[config.mk]
export PLATFORM = sky130hd
export DESIGN_NAME = out_port_tx
export DESIGN_NICKNAME = d
export VERILOG_FILES = /design/src/rtl/out_port_tx.sv
export SDC_FILE = /design/constraint.sdc
export NUM_CORES = 1
export LEC_CHECK = 0
export ABC_AREA = 0
export ABC_CLOCK_PERIOD_IN_PS = 2900
export BUFFER_PORTS_ARGS = -buffer_cell sky130_fd_sc_hd__buf_2
export CAP_MARGIN = 40
export CORE_AREA = 2 2 96 144
export CTS_BUF_LIST = sky130_fd_sc_hd__clkbuf_4 sky130_fd_sc_hd__clkbuf_8
export DETAILED_ROUTE_END_ITERATION = 10
export DIE_AREA = 0 0 98 146
export GPL_TIMING_DRIVEN = 0
export PLACE_DENSITY = 0.87
export SYNTH_ARGS = -nofsm -noshare
export SYNTH_HDL_FRONTEND = slang
export SYNTH_SLANG_ARGS = --single-unit
[constraint.sdc]
create_clock -name clk -period 2.9 [get_ports clk]
set_input_delay 0 -clock clk [delete_from_list [all_inputs] [get_ports clk]]
set_output_delay 0 -clock clk [all_outputs]
set_load 0.01 [all_outputs]
[src/rtl/out_port_tx.sv]
// rtl/out_port_tx.sv - picorv32 bus-mapped byte FIFO driving the out_dat/out_ctl toggle protocol
module out_port_tx #(
    parameter logic [31:0] BASE_ADDR = 32'h1000_0000,
    parameter int          DEPTH     = 16,
    parameter int          GAP       = 4
) (
    input  logic        clk,
    input  logic        rst,
    input  logic        mem_valid,
    input  logic [31:0] mem_addr,
    input  logic [31:0] mem_wdata,
    input  logic [3:0]  mem_wstrb,
    output logic        mem_ready,
    output logic [31:0] mem_rdata,
    output logic [7:0]  out_dat,
    output logic        out_ctl
);
    localparam int AW = $clog2(DEPTH);
    localparam int CW = AW + 1;
    localparam int GW = (GAP > 1) ? $clog2(GAP) : 1;

    typedef enum logic {IDLE, HOLD} state_t;

    state_t          state;
    logic [GW-1:0]   gap_cnt;
    logic [7:0]      fifo [DEPTH];
    logic [AW-1:0]   wr_ptr;
    logic [AW-1:0]   rd_ptr;
    logic [CW-1:0]   count;

    logic        hit;
    logic        is_status;
    logic        full;
    logic        empty;
    logic        pop;
    logic        push_req;
    logic        push;
    logic        ack;
    logic [31:0] rdata_next;

    assign hit       = mem_valid && (mem_addr[31:3] == BASE_ADDR[31:3]) && !mem_ready;
    assign is_status = mem_addr[2];
    assign full      = (count == CW'(DEPTH));
    assign empty     = (count == '0);
    assign pop       = (state == IDLE) && !empty;
    assign push_req  = hit && !is_status && mem_wstrb[0];
    // A full FIFO still accepts the byte in the cycle the transmitter frees a slot.
    assign push      = push_req && (!full || pop);
    assign ack       = hit && (!push_req || push);

    always_comb begin
        rdata_next = 32'h0;
        if (is_status && (mem_wstrb == 4'h0)) begin
            rdata_next = {16'h0, 8'(count), 6'h0, empty, full};
        end
    end

    always_ff @(posedge clk) begin
        if (push) begin
            fifo[wr_ptr] <= mem_wdata[7:0];
        end
    end

    always_ff @(posedge clk or posedge rst) begin
        if (rst) begin
            mem_ready <= 1'b0;
            mem_rdata <= 32'h0;
            wr_ptr    <= '0;
            rd_ptr    <= '0;
            count     <= '0;
            state     <= IDLE;
            gap_cnt   <= '0;
            out_dat   <= 8'h0;
            out_ctl   <= 1'b0;
        end else begin
            mem_ready <= ack;
            mem_rdata <= ack ? rdata_next : 32'h0;

            if (push) begin
                wr_ptr <= wr_ptr + 1'b1;
            end
            if (pop) begin
                rd_ptr <= rd_ptr + 1'b1;
            end
            if (push && !pop) begin
                count <= count + 1'b1;
            end else if (pop && !push) begin
                count <= count - 1'b1;
            end

            case (state)
                IDLE: begin
                    if (!empty) begin
                        out_dat <= fifo[rd_ptr];
                        out_ctl <= ~out_ctl;
                        gap_cnt <= GW'(GAP - 1);
                        state   <= HOLD;
                    end
                end
                HOLD: begin
                    if (gap_cnt == '0) begin
                        state <= IDLE;
                    end else begin
                        gap_cnt <= gap_cnt - 1'b1;
                    end
                end
                default: state <= IDLE;
            endcase
        end
    end
endmodule
Yosys cells after proc, flatten, opt, wreduce, memory -nomap -nowiden
Memory sizes are Yosys's and may differ from the RTL's. A register that Yosys moved wholly into a read port is not among the register bits.
Index checks and enable logic that the tools add are counted.
{"block": "totals", "mem_bits_rw": 128, "ff_bits": 50, "mem_bits_ro": 0, "mem_count": 1, "latch_bits": 0, "out_inout_bits": 42}
{"name": "fifo", "words": 16, "word_bits": 8, "rd": 1, "rd_ports_with_merged_regs": 1, "wr": 1, "line_no": "26", "rtl": "logic [7:0] fifo [DEPTH];"}
{"block": "op_classes", "add_sub_neg": 5, "eq_ne": 4, "mux": 12, "mul": 0, "n_div": 0, "n_shift": 0, "reduce_logical": 25, "bitwise": 3, "order_cmp": 0}
{"op": "2-to-1 mux 32 bit", "n": 1}
{"op": "== test 29 x 26 -> 1 bit (second input constant)", "n": 1}
{"op": "2-to-1 mux 13 bit", "n": 1}
{"op": "logical AND 1 bit", "n": 10}
{"op": "2-to-1 mux 5 bit", "n": 2}
{"op": "adder 4 x 1 -> 4 bit (second input constant)", "n": 2}
{"op": "logical NOT 1 bit", "n": 7}
{"op": "adder 5 x 1 -> 5 bit (second input constant)", "n": 1}
{"op": "== test 5 bit (second input constant)", "n": 1}
{"op": "logical NOT 5 bit", "n": 1}
{"op": "subtractor 5 x 1 -> 5 bit (second input constant)", "n": 1}
{"op": "logical NOT 4 bit", "n": 1}
{"op": "2-to-1 mux 1 bit", "n": 4}
{"op": "2-to-1 mux 2 bit", "n": 2}
{"op": "inequality test 2 bit (second input constant)", "n": 2}
{"op": "case mux 2 bit (2 select lines)", "n": 1}
{"op": "AND reduction 2 bit", "n": 2}
{"op": "NOT 1 bit", "n": 3}
{"op": "logical NOT 2 bit", "n": 1}
{"op": "logical OR 1 bit", "n": 2}
{"op": "case mux 1 bit (2 select lines)", "n": 1}
{"op": "nonzero test 2 bit", "n": 1}
{"op": "subtractor 2 x 1 -> 2 bit (second input constant)", "n": 1}

Longest topological paths before layout
{"block": "depth", "word_depth": 10, "ltp_mapped": 11, "ltp_nobuf": 10}

Worst setup path after synthesis
Ideal clock, no wire load.
{"block": "synth_path", "kind": "flip-flop to flip-flop", "start": "register mem_ready", "end": "register count[4]", "arrival_ps": 2631, "path_buffers": 0, "period_less_slack_ps": 2711, "required_ps": 2820, "setup_time_ps": 80, "path_slack_ps": 189, "path_stages_with_launch": 11, "cell_sequence": "dfrtp_1 > nor4b_4 > nand4_2 > nor3_1 > ha_1 > inv_1 > fa_1 > a21o_1 > a21oi_1 > mux2i_1 > xnor2_1"}
{"block": "synth_between", "elab_chain_len": 8, "elab_cells_between_ends": 10}
{"item": "from (decl)", "line_no": "13", "rtl": "output logic mem_ready,"}
{"item": "from (signal assigned)", "line_no": "76", "rtl": "mem_ready <= ack;"}
{"item": "logical NOT 1 bit (*)", "line_no": "41", "rtl": "assign hit = mem_valid && (mem_addr[31:3] == BASE_ADDR[31:3]) && !mem_ready;"}
{"item": "logical AND 1 bit (*)", "line_no": "41"}
{"item": "logical AND 1 bit (*) (2 in a row)", "line_no": "46", "rtl": "assign push_req = hit && !is_status && mem_wstrb[0];"}
{"item": "logical AND 1 bit (*)", "line_no": "48", "rtl": "assign push = push_req && (!full || pop);"}
{"item": "net push", "line_no": "37", "rtl": "logic push;"}
{"item": "logical NOT 1 bit", "line_no": "87", "rtl": "end else if (pop && !push) begin"}
{"item": "logical AND 1 bit", "line_no": "87"}
{"item": "nonzero test 2 bit (no source line)"}
{"item": "to (signal assigned)", "line_no": "86", "rtl": "count <= count + 1'b1;"}
{"item": "to (signal assigned)", "line_no": "88", "rtl": "count <= count - 1'b1;"}
{"item": "to (decl)", "line_no": "29", "rtl": "logic [CW-1:0] count;"}
The timed path passes the listed nets; every way through them passes the cells marked *.
A chain may end at the register's enable or synchronous reset.

Final worst setup path
{"block": "layout_path", "start": "register mem_ready", "end": "memory fifo[15][2], enable pin"}
{"block": "layout_between", "elab_chain_len": 7}
{"item": "logical NOT 1 bit", "line_no": "41"}
{"item": "logical AND 1 bit", "line_no": "41"}
{"item": "logical AND 1 bit (2 in a row)", "line_no": "46"}
{"item": "logical AND 1 bit", "line_no": "48"}
{"item": "2-to-1 mux 1 bit", "line_no": "59", "rtl": "if (push) begin"}
{"item": "2-to-1 mux 1 bit (not written as such)", "line_no": "60", "rtl": "fifo[wr_ptr] <= mem_wdata[7:0];"}
{"item": "to (decl)", "line_no": "26"}
Every way passes these cells.

==> results.toml <==
[yosys]
synth.ff_latch_count = 161
yosysWarnings = 0
synth_most_common_cell = "edfxtp_1"
synth_top_area_cell = "edfxtp_1"
ys_seq_area_share_pct = 68.41
synth_area_leaders = "edfxtp_1 (56%), dfrtp_1 (12%), mux4_2 (11%)"
synth_area_sq_um = 6825
netlist_instances = 380
synth-async-reset-ratio_pct = 20.50
synth_common_cells = "edfxtp_1 (128), dfrtp_1 (33), mux4_2 (32), buf_4 (26), nand2_1 (17)"
post_synth_num_cell_types = 45
synth_top_cell_area_share_pct = 56.32
synth_edf_count = 128
avgSynthCellArea_sq_um = 17.96
yosys_most_used_dff = "edfxtp_1"

[layout]
utilization_pct = 63.07
final_cells = 681
syn2layout_area_growth_pct = 19.71
nets = 591
layout-drive-gt1-share_pct = 38.70
diodes = 0
final_area_sq_um = 8170

[die]
rows = 51
coreArea_sq_um = 12950
die_w_um = 98
num_io_pins = 113
start_util_pct = 52.69
die_h_um = 146
fp.dieArea_sq_um = 14310

[route]
drt_iter0_drc = 413
drt_pass1_iterations = 5
post_drt_wl_per_cell_um = 20.89
wirelength_um = 14230
antenna_left = 0
met2WireLength_um = 7972
drc = 0
wl_met3_um = 758
drt-met1-wl_um = 5074
vias = 3817
routed_via_density = 5.605
top_layer = "met4"

[timing]
hold_viol = 0
slew_violations = 0
setup_slack_ns = 0.07352
worst_slew_pin_slew_ns = 0.8493
fin_crit_sh_pct = 97.46
setup_viol = 0
fin_crit_ns = 2.826
skew_ns = 0.01310
rsz0062_at_grt = "true"
maxSlewHeadroom_pct = 43.07
tns_ns = 0
fmax_mhz = 353.8

[setup_path]
cp.arrival_ns = 2.89
rrSetupSlack_ns = 0.07
crit_chain = "nor4b_4 > nand4_4 > buf_4 > or4_1 > buf_6 > nor3_2"
crit_path_end_kind = "flop"
worstPathRequired_ns = 2.97
worstPathMaxFanout = 8
cp_slowest_cell = "nor3_2"
start_kind = "flop"
critPathKind = "flop to flop"
crit_path_max_incr_delay_ns = 0.63

[placement]
post-dp-hpwl_um = 9428
gp_congestion = 0.7791
portBuffers = 61
dp_slack_ns = -0.5286
post_dp_cell_area_sq_um = 7447
dpl.cell_count = 625

[worst_hold_path]
min_path_type = "primary input to flop"

[pwr]
p_leak_uw = 0.003092
pwr_density_cell_nw_per_um2 = 532.0
irDropWorstVdd_uv = 357.9

[outcome]
status = "finished clean"

[grt]
grt_pass1_wl_um = 21800
track_usage_pct = 20.55
grt_pass1_vias = 3979
antenna_found_initial = 0
grt_max_degree = 18
gr-total-overflow = 0

[clock_tree]
worstSkewPairLatency_ns = 0.44
h-tree-depth = 4
clkTransAtPathRegs_ns = 0.08
cts_tree = "done"
clock_tree.root_cell = "clkbuf_8"
cts_num_sinks = 161
clockBufferDepth = 2
cts_buffers = 17

[job]
maxCapViolations = 0
==> flip-flops by register name, indices dropped and copies added, names as in the netlist <==
name and flops:
rd_ptr 4, gap_cnt 2, state 1, count 5, mem_ready 1, fifo 128
out_dat 8, wr_ptr 4, mem_rdata 7, out_ctl 1
==> power by group <==
| part | total [uW] | switching, uW | internal (uW) |
|---|---|---|---|
| Sequential | 2490 | 0.0000864 | 2490 |
| Combinational | 143 | 77.7 | 65.2 |
| Clock | 1710 | 777 | 936 |
==> cells by family (layout without fill, tap and decap cells) <==
family	Yosys count	after routing	share of synthesized area, %
DFF	161	161	68.41
and+or+nand+nor	70	70	7.608
buffers and inverters	55	173	4.803
muxes	51	51	13.40
AOI/OAI and AO/OA	20	20	2.182
adders and majority gates	11	11	2.127
xor gates and xnor gates	11	11	1.412
other	1	25	0.05494
==> per-layer routing <==
layer	GRT usage [%]	vias to the layer above
met5	0	-
met4	8.403	0
met3	5.043	32
met2	37.67	181
met1	22.45	1916
li1	-	1688
==> worst paths after layout <==
check,end,startpoint,cells past startpoint
min in group asynchronous,mem_rdata[11]$_DFF_PP0_,rst,3
hold / removal,wr_ptr[2]$_DFFE_PP0P_,mem_addr[6],5
max in group asynchronous,count[0]$_DFFE_PP0P_,rst,4
setup reg to reg,fifo[15][2]$_DFFE_PP_,mem_ready$_DFF_PP0_,6
hold reg to reg,out_ctl$_DFFE_PP0P_,out_ctl$_DFFE_PP0P_,1
setup / recovery,fifo[15][2]$_DFFE_PP_,mem_ready$_DFF_PP0_,6
==> area by class of cell <==
type                            count  area (sq um)
Inverter                           14         55.05
Sequential cell                   161          4673
Multi-Input combinational cell    188          1978
Clock buffer                       22         290.3
Fill cell                         864          4783
Buffer                             41         281.5
Timing Repair Buffer               86         558.0
Clock inverter                     10         135.1
Tap cell                          159         198.9
==> layout by cell type (no fill, tap or decap), types with 3 or more instances in the layout <==
master         count
buf_2             67
dfrtp_2            3
o221ai_1           7
inv_1             11
nor2_1             4
xnor2_1           10
mux4_2            32
nand4_1            3
clkbuf_1           6
nor4_1             7
edfxtp_1         128
clkinv_2           4
o21ai_0            4
nand2_1           17
ha_1              10
buf_6              3
dfrtp_1           30
clkbuf_8          20
buf_4             32
mux2i_1           16
and2_1             5
bufinv_16          3
conb_1            25
dlygate4sd3_1     18
nor3_4             3
nor3_2            14
==> critical path, delay by kind of cell (launching register included) <==
family                 cells  cell delay (ns)
buffers and inverters      2             0.35
DFF                        1             0.43
and+or+nand+nor            4             1.67
==> metrics by stage <==
stage | hold slack [ns] | power, uW
floorplan | 0.09887 | 2597
global placement | 0.2670 | 2654
detailed placement | 0.1675 | 2665
CTS | 0.01117 | 4358
global route | 0.05473 | 4472
finish | 0.07776 | 4347
==> what timing repair did <==
| action | in CTS | in global routing |
|---|---|---|
| hold endpoints to repair | 150 | 0 |
| hold buffers | 18 | 0 |
| resized for setup | 12 | 5 |
| buffers inserted | 1 | 5 |
| endpoints found under the setup margin | 4 | 1 |
| pin swaps | 2 | 5 |
(Power assumes the default switching activity.)
